===== src/rtl/btb_pred_mw.sv =====
// btb_pred_mw: fully-associative branch target buffer with saturating
// direction counters.
//
// Fetch looks up a PC on the lookup port and receives a registered
// prediction one cycle later. The branch unit reports resolved branches on
// the update port. Those reports train the counters, correct targets, and
// allocate entries for taken branches that missed.
//
// Optional feature macro: BTB_PRED_BYPASS_EN
//   Undefined: a lookup always reads the state from before this cycle's
//              update or flush.
//   Defined:   a lookup whose PC matches a same-cycle valid update sees the
//              post-update entry. A lookup in a flush cycle misses.
//
// Ports:
//   clk            rising-edge clock
//   reset_n        asynchronous active-low reset
//   flush_i        invalidate every entry at the next edge
//   lkp_v_i        lookup request valid
//   lkp_pc_i       fetch PC to look up
//   pred_v_o       registered: previous-cycle lookup hit
//   pred_taken_o   registered: MSB of the hit entry's counter
//   pred_pc_o      registered: hit entry target (0 on miss)
//   upd_v_i        branch resolution valid
//   upd_pc_i       resolved branch PC
//   upd_target_i   resolved branch target
//   upd_taken_i    resolved branch direction

package riscv_pkg;
  localparam int XLEN = 32;
endpackage

module btb_pred_mw import riscv_pkg::*; #(
  parameter int ENTRIES = 8,
  parameter int CNT_W   = 2
) (
  input  logic            clk,
  input  logic            reset_n,
  input  logic            flush_i,
  input  logic            lkp_v_i,
  input  logic [XLEN-1:0] lkp_pc_i,
  output logic            pred_v_o,
  output logic            pred_taken_o,
  output logic [XLEN-1:0] pred_pc_o,
  input  logic            upd_v_i,
  input  logic [XLEN-1:0] upd_pc_i,
  input  logic [XLEN-1:0] upd_target_i,
  input  logic            upd_taken_i
);

  localparam int PTR_W = $clog2(ENTRIES);
  localparam logic [CNT_W-1:0] CNT_INIT = CNT_W'(1) << (CNT_W - 1);
  localparam logic [CNT_W-1:0] CNT_MAX  = '1;

  logic [ENTRIES-1:0] valid_q, valid_d;
  logic [XLEN-1:0]    tag_q [ENTRIES];
  logic [XLEN-1:0]    tag_d [ENTRIES];
  logic [XLEN-1:0]    tgt_q [ENTRIES];
  logic [XLEN-1:0]    tgt_d [ENTRIES];
  logic [CNT_W-1:0]   cnt_q [ENTRIES];
  logic [CNT_W-1:0]   cnt_d [ENTRIES];
  logic [PTR_W-1:0]   ptr_q, ptr_d;

  logic               upd_hit;
  logic [PTR_W-1:0]   upd_idx;
  logic               free_found;
  logic [PTR_W-1:0]   free_idx;
  logic [PTR_W-1:0]   victim;

  logic               pred_v_q, pred_v_d;
  logic               pred_taken_q, pred_taken_d;
  logic [XLEN-1:0]    pred_pc_q, pred_pc_d;

  // Locate the entry matching the update PC, and the lowest-index free slot.
  // Allocation only writes missing PCs, so at most one entry can match.
  // The free-slot scan runs from high to low so the lowest index wins.
  always_comb begin
    upd_hit    = 1'b0;
    upd_idx    = '0;
    free_found = 1'b0;
    free_idx   = '0;
    for (int i = 0; i < ENTRIES; i++) begin
      if (valid_q[i] && tag_q[i] == upd_pc_i) begin
        upd_hit = 1'b1;
        upd_idx = PTR_W'(i);
      end
    end
    for (int i = ENTRIES - 1; i >= 0; i--) begin
      if (!valid_q[i]) begin
        free_found = 1'b1;
        free_idx   = PTR_W'(i);
      end
    end
    victim = free_found ? free_idx : ptr_q;
  end

  // Next table state.
  // A flush drops any concurrent update and keeps counters, targets and the
  // pointer as they are.
  // The pointer moves only when an allocation consumed the pointer entry.
  always_comb begin
    valid_d = valid_q;
    tag_d   = tag_q;
    tgt_d   = tgt_q;
    cnt_d   = cnt_q;
    ptr_d   = ptr_q;
    if (flush_i) begin
      valid_d = '0;
    end else if (upd_v_i) begin
      if (upd_hit) begin
        if (upd_taken_i) begin
          if (cnt_q[upd_idx] != CNT_MAX) cnt_d[upd_idx] = cnt_q[upd_idx] + 1'b1;
          tgt_d[upd_idx] = upd_target_i;
        end else if (cnt_q[upd_idx] != '0) begin
          cnt_d[upd_idx] = cnt_q[upd_idx] - 1'b1;
        end
      end else if (upd_taken_i) begin
        valid_d[victim] = 1'b1;
        tag_d[victim]   = upd_pc_i;
        tgt_d[victim]   = upd_target_i;
        cnt_d[victim]   = CNT_INIT;
        if (!free_found) ptr_d = ptr_q + 1'b1;
      end
    end
  end

  // Lookup.
  // With the bypass enabled, a lookup reads the next-state view when its PC
  // matches the update PC. It also reads that view during a flush, where the
  // cleared valid bits force a miss.
  always_comb begin
    logic            use_post;
    logic            ev;
    logic [XLEN-1:0] etag;
    logic [XLEN-1:0] etgt;
    logic [CNT_W-1:0] ecnt;
    pred_v_d     = 1'b0;
    pred_taken_d = 1'b0;
    pred_pc_d    = '0;
`ifdef BTB_PRED_BYPASS_EN
    use_post = flush_i | (upd_v_i & (lkp_pc_i == upd_pc_i));
`else
    use_post = 1'b0;
`endif
    for (int i = 0; i < ENTRIES; i++) begin
      ev   = use_post ? valid_d[i] : valid_q[i];
      etag = use_post ? tag_d[i]   : tag_q[i];
      etgt = use_post ? tgt_d[i]   : tgt_q[i];
      ecnt = use_post ? cnt_d[i]   : cnt_q[i];
      if (lkp_v_i && ev && etag == lkp_pc_i) begin
        pred_v_d     = 1'b1;
        pred_taken_d = pred_taken_d | ecnt[CNT_W-1];
        pred_pc_d    = pred_pc_d | etgt;
      end
    end
  end

  // State and prediction registers.
  always_ff @(posedge clk or negedge reset_n) begin
    if (!reset_n) begin
      valid_q      <= '0;
      ptr_q        <= '0;
      pred_v_q     <= 1'b0;
      pred_taken_q <= 1'b0;
      pred_pc_q    <= '0;
      for (int i = 0; i < ENTRIES; i++) begin
        tag_q[i] <= '0;
        tgt_q[i] <= '0;
        cnt_q[i] <= CNT_INIT;
      end
    end else begin
      valid_q      <= valid_d;
      tag_q        <= tag_d;
      tgt_q        <= tgt_d;
      cnt_q        <= cnt_d;
      ptr_q        <= ptr_d;
      pred_v_q     <= pred_v_d;
      pred_taken_q <= pred_taken_d;
      pred_pc_q    <= pred_pc_d;
    end
  end

  assign pred_v_o     = pred_v_q;
  assign pred_taken_o = pred_taken_q;
  assign pred_pc_o    = pred_pc_q;

endmodule


===== config.mk =====
export PLATFORM = sky130hd
export DESIGN_NAME = btb_pred_mw
export DESIGN_NICKNAME = d
export VERILOG_FILES = /design/src/rtl/btb_pred_mw.sv
export SDC_FILE = /design/constraint.sdc
export NUM_CORES = 2
export LEC_CHECK = 0
export ABC_AREA = 1
export CAP_MARGIN = 5
export CELL_PAD_IN_SITES_DETAIL_PLACEMENT = 1
export CELL_PAD_IN_SITES_GLOBAL_PLACEMENT = 2
export CORE_MARGIN = 2
export CORE_UTILIZATION = 39
export DETAILED_ROUTE_END_ITERATION = 8
export GPL_TIMING_DRIVEN = 0
export PLACE_DENSITY = 0.86
export SLEW_MARGIN = 20
export SYNTH_ARGS = -nofsm -noshare
export SYNTH_HDL_FRONTEND = slang
export SYNTH_SLANG_ARGS = --single-unit

===== constraint.sdc =====
create_clock -name clk -period 5.7 [get_ports clk]
set_input_delay 1.14 -clock clk [delete_from_list [all_inputs] [get_ports clk]]
set_output_delay 1.14 -clock clk [all_outputs]
set_load 0.005 [all_outputs]

; ---- After elaboration in Yosys (flattened, before gate mapping)
; Index checks and enable logic that the tools add are counted.
; W data, S select, Z words.
[classes]
addsub = 3
magnitude_cmp = 6
eq_ne = 19
mux = 86
n_bitwise = 23
n_reduce_logical = 37
[ops]
columns = cell, n
row1 = $bwmux W256, 3
row2 = $mux W256, 3
row3 = $eq A32 B32 Y1, 16
row4 = $mux W32, 10
row5 = $or A32 B32 Y32, 7
row6 = $demux W32 S3, 2
row7 = $mux W16, 5
row8 = $mux W3, 15
row9 = $mux W1, 34
row10 = $bwmux W16, 2
row11 = $mux W8, 4
row12 = $logic_and A1 B1 Y1, 27
row13 = $or A8 B8 Y8, 2
row14 = $demux W2 S3, 2
row15 = $reduce_and A5 Y1, 2
row16 = $reduce_bool A2 Y1, 5
row17 = $and A8 B8 Y8, 1
row18 = $ge A4 B4 Y1 const B, 2
row19 = $lt A4 B1 Y1 const B, 2
row20 = $mux W2, 4
row21 = $not A3 Y4, 2
row22 = $not A8 Y8, 1
row23 = $or A1 B1 Y1, 7
row24 = $bmux W2 S3, 1
row25 = 11 further kinds, 15
[totals]
regBits = 573
inputBits = 102
out_inout_bits = 34
wordCells = 203

; ---- Depth between registers and ports, before layout
[logic_depth]
word_depth = 18
depth_mapped = 33
mapped_depth_nobuf = 31

; ---- Worst setup path after synthesis
; Ideal clock, no wire load.
[synth_path]
kind = in2reg
startpoint = input port upd_pc_i[21]
endpoint = register cnt_q[4] in the netlist's numbering
setup_ns = 0.121
t_arrival_ns = 3.551
t_required_ns = 5.579
setup_slack_ns = 2.029
cell_stages = 26
path_buffers = 3
path_cell_list = buf_4 > inv_2 > buf_6 > buf_6 > nand2_1 > nand2_1 > nor3b_2 > nand3_1 > nor2_1 > nand2_1 > nand2_1 > nand2_1 > nand2_2 > nand2_4 > and3_1 > nand2_1 > nand2_1 > nor2_1 > nand2_1 > ha_1 > a21oi_1 > nand2_2 > inv_2 > nand2_1 > nand2_1 > o21ai_1
[synth_between]
elab_chain_len = 18
[synth_lines]
columns = item, line_no
row1 = start: declaration, 46  ; input logic [XLEN-1:0] upd_pc_i,
row2 = $eq A32 B32 Y1, 83  ; if (valid_q[i] && tag_q[i] == upd_pc_i) begin
row3 = $logic_and A1 B1 Y1, 83
row4 = $mux W1, 83
row5 = $mux W3 (6 in a row), 83
row6 = $not A3 Y4 (not written as such), "112, 114, 115"
row7 = "$bmux W2 S3, or another cell as far along", "112, 114, 115"
row8 = $mux W2 (not written as such) or $logic_and A1 B1 Y1 (tied branches), "112, 114, 115"
row9 = $mux W2 (on tied branches), "112, 114, 115"
row10 = "$sub A2 B1 Y2, or another cell as far along", 115  ; cnt_d[upd_idx] = cnt_q[upd_idx] - 1'b1;
row11 = $bwmux W16 (on tied branches), "115, 112"
row12 = $mux W16 (on tied branches), "114, 112"
row13 = $mux W16, 111  ; if (upd_taken_i) begin
row14 = $mux W16, 110  ; if (upd_hit) begin
row15 = end signal: assignment, 175  ; cnt_q <= cnt_d;
row16 = end: declaration, 60  ; logic [CNT_W-1:0] cnt_q [ENTRIES];
; Several ways; a longest one is shown, not always the timed one. The select of a mux whose other input is x is not followed.
; A chain may end at the register's enable or synchronous reset.

; ---- Worst setup path after layout
[layout_path]
startpoint = input port lkp_pc_i[21]
endpoint = register pred_pc_q[10], in the netlist pred_pc_o[10]
[layout_between]
elab_chain_len = 17
[layout_lines]
columns = item, line_no
row1 = start: declaration, 41  ; input logic [XLEN-1:0] lkp_pc_i,
row2 = $eq A32 B32 Y1, 150  ; if (lkp_v_i && ev && etag == lkp_pc_i) begin
row3 = $logic_and A1 B1 Y1, 150
row4 = $mux W32, 150
row5 = $or A32 B32 Y32, 153  ; pred_pc_d = pred_pc_d | etgt;
row6 = $mux W32, 150
row7 = $or A32 B32 Y32, 153
row8 = $mux W32, 150
row9 = $or A32 B32 Y32, 153
row10 = [... 2 more ...], --
row11 = $mux W32, 150
row12 = $or A32 B32 Y32, 153
row13 = $mux W32, 150
row14 = $or A32 B32 Y32, 153
row15 = $mux W32, 150
row16 = $or A32 B32 Y32, 153
row17 = $mux W32 (*), 150
row18 = via pred_pc_d[10], 72  ; logic [XLEN-1:0] pred_pc_q, pred_pc_d;
row19 = end signal: assignment, 179  ; pred_pc_q <= pred_pc_d;
row20 = end: declaration, 72
; Mark *: on every way through the listed nets, which the timed path passes. The rest lies on a longest branch.

==> impl_metrics.csv <==
group,metric,value,unit
status,outcome,"completed",
global_routing,grt_max_degree,95,
detailed_routing,dr_total_vias,35500,
sta,min_period,5.66,ns
floorplan,floorplan.die.width,291,um
detailed_routing,remaining_drc_errors,0,
pwr,p_leak,0.0170,uW
floorplan,height_of_the_chip,291,um
clock_tree,clock_tree.buffer_depth,3,
placement,count_of_buffers_from_port_buffering,88,
synth,syn_nets,4424,
clock_tree,cts_inserted_buffers,71,
global_routing,grt.total_usage,44.5,%
detailed_routing,vias_per_cell,6.31,
sta,timing.fmax,177,MHz
layout,utilization,45.4,%
sta,grt_setup_unrepaired,"false",
floorplan,start_util,39.2,%
detailed_routing,detail_route.wirelength,191000,um
worst_setup_path,timing_worst_setup_path_type,"in2reg",
placement,detailedPlace.worstSlack,-0.581,ns
sta,least_margin_pin_slew,1.36,ns
clock_tree,h-tree-depth,3,
clock_tree,postCtsResizedCells,0,
worst_setup_path,worstPathArrival,6.21,ns
floorplan,die_area,84500,sq um
layout,finalNetCount,4601,
synth,post_synth_inst_count,4319,
floorplan,rows,105,
job,drv_cap,0,
detailed_routing,route.detailed.wl_per_inst,33.9,um
synth,synth-seq-area-share,44.8,%
synth,area_share_of_the_largest_cell_type_after_synthesis,44.1,%
layout,most-common-layout-cells,"sky130_fd_sc_hd__nand2_1 (1317), sky130_fd_sc_hd__dfrtp_1 (565), sky130_fd_sc_hd__inv_1 (339)",
layout,design_area,37100,sq um
sta,final-max-slew-violation-count,0,
floorplan,coreArea,81700,sq um
synth,yosys.cell_types.count,51,
clock_tree,tritoncts,"yes",
sta,relSlewSlack,9.24,%
worst_setup_path,crit_required,6.25,ns
min_path,worstHoldPathType,"in2async",
layout,layout-drive-gt1-share,8.84,%
global_routing,globalRouteOverflowTotal,0,
sta,final.setup.worst_slack,0.0382,ns
placement,place_congestion,1.05,
global_routing,first_pass_grt_wire_length,264000,um
layout,layout.cells.most_common,"sky130_fd_sc_hd__nand2_1",
clock_tree,cts_root_buf,"sky130_fd_sc_hd__clkbuf_16",
worst_setup_path,cp-start-kind,"input port",
worst_setup_path,cp-end-kind,"flop",
detailed_routing,firstDrtPassIters,5,
sta,fin_skew,0.0203,ns
synth,yosys_warnings,0,
global_routing,antenna_found_initial,17,
sta,finalSetupTns,0,ns
clock_tree,cts.hold.buffers_added,0,
clock_tree,cts.repair_timing.setup_buffer_count,0,
clock_tree,clk_pin_slew_worst_paths,0.06,ns
placement,place_area,34600,sq um
worst_setup_path,path_max_fanout,10,
detailed_routing,route.antenna.remaining_nets,0,
clock_tree,worst_skew_pair.late_latency,0.65,ns
global_routing,first_global_vias,34400,
floorplan,top_level_ports,136,
sta,report.final.hold_viol_count,0,
layout,fillCellCount,10200,
placement,place.detailed.hpwl,135000,um
sta,min_period_over_period,99.3,%
clock_tree,cts_sinks,573,
layout,area.growth.synth_to_final,15.6,%
synth,synth.cell_area,32100,sq um
synth,synthTopCellsByArea,"sky130_fd_sc_hd__dfrtp_1 (44%), sky130_fd_sc_hd__nand2_1 (15%), sky130_fd_sc_hd__o21ai_1 (5.1%)",
synth,postSynthAreaPerCell,7.42,sq um
pwr,pwr_density_cell,298,nW/um^2
detailed_routing,detailed_route_iter0_violations,4640,
sta,setup_violations,0,
synth,synth_top_area_cell,"sky130_fd_sc_hd__dfrtp_1",
pwr,worst_ir_drop_vdd,225,uV
synth,ys_seq_elements,573,
## cell usage after synthesis, drive strengths merged
cell,n
nor3b,4
o221ai,2
o21a,1
inv,363
and3,4
o211ai,5
xor2,66
clkinv,5
nor4,28
nor2,299
a211oi,1
nor4b,1
nor2b,3
nand3b,11
a21oi,35
dfrtp,565
ha,3
a2111oi,1
a22o,1
clkbuf,74
nand4,112
and2,2
nand3,290
or2,24
a221oi,40
dfstp,8
o21ai,623
nor3,33
nand2b,2
buf,168
o22ai,121
nand2,1336
xnor2,77
o2111ai,8
a22oi,3
## sequential cells by signal, summed over array words and instances (netlist names)
name          count
tag_q           256
cnt_q            16
pred_taken_o      1
tgt_q           256
pred_pc_o        32
valid_q           8
ptr_q             3
pred_v_o          1
## worst max-delay path, stage by stage
cell and delay (ns):
sky130_fd_sc_hd__clkdlybuf4s50_1 1.00, sky130_fd_sc_hd__clkinv_1 0.87, sky130_fd_sc_hd__a21oi_1 0.37, sky130_fd_sc_hd__nand3_1 0.12
sky130_fd_sc_hd__nor4_1 0.43, sky130_fd_sc_hd__and2_1 0.28, sky130_fd_sc_hd__clkbuf_1 0.62, sky130_fd_sc_hd__clkbuf_1 0.91
sky130_fd_sc_hd__nand2_1 0.10, sky130_fd_sc_hd__nand2_1 0.11, sky130_fd_sc_hd__inv_1 0.06, sky130_fd_sc_hd__nand4_1 0.16
## logic make-up after synthesis
group	share of synthesized area, %
flip-flops	44.8
adder cells (fa/ha/maj)	0.117
AND/OR/NAND/NOR	28.5
XOR/XNOR	3.91
AO/OA/AOI/OAI	14.3
buffers and inverters	8.35
## power breakdown
group          internal (uW)  switching (uW)  leakage, uW  total [uW]
combinational            462            1180      0.00805        1650
clock                   2770            2000      0.00117        4770
sequential              4340             302      0.00776        4640
## area by class of cell
type	instances	area [sq um]	share of cell area [%]
clock buffers	98	2010	5.42
plain buffers	242	1310	3.54
well taps	1070	1340	3.61
repair buffers	104	1180	3.18
flip-flops and latches	573	14300	38.7
multi-input cells	3136	15100	40.7
inverters	368	1380	3.73
clock inverters	25	388	1.05
diodes	7	17.5	0.0473
## routing by layer
metal	vias to the layer above	global-route usage [%]	wire (um)
met5	-	0.567	126
met2	2361	59.9	74400
met1	18000	60.8	78700
met4	8	23.6	11900
li1	14600	-	-
met3	576	17.5	25700
## final timing paths
| path | from | endpoint | slack, ns | cells past startpoint |
|---|---|---|---|---|
| worst max register to register | tag_q[181] | cnt_q[10] | 1.45 | 24 |
| worst min register to register | ptr_q[2] | ptr_q[2] | 0.47 | 1 |
| worst max-delay path | lkp_pc_i[21] | pred_pc_o[10] | 0.04 | 12 |
| min in group clk | ptr_q[2] | ptr_q[2] | 0.47 | 1 |
| worst min-delay path | reset_n | tag_q[181] | 0.37 | 1 |
| max in group asynchronous | reset_n | pred_taken_o | 3.36 | 5 |
## metrics by stage
step	total power [uW]	hold WS, ns	instances
2_1_floorplan	5430	0.440	4319
3_3_place_gp	6200	0.457	5477
3_5_place_dp	6240	0.471	5491
4_1_cts	11000	0.363	5614
5_1_grt	11300	0.378	5617
6_report	11100	0.369	5623
Power figures use the tool's default switching activity.
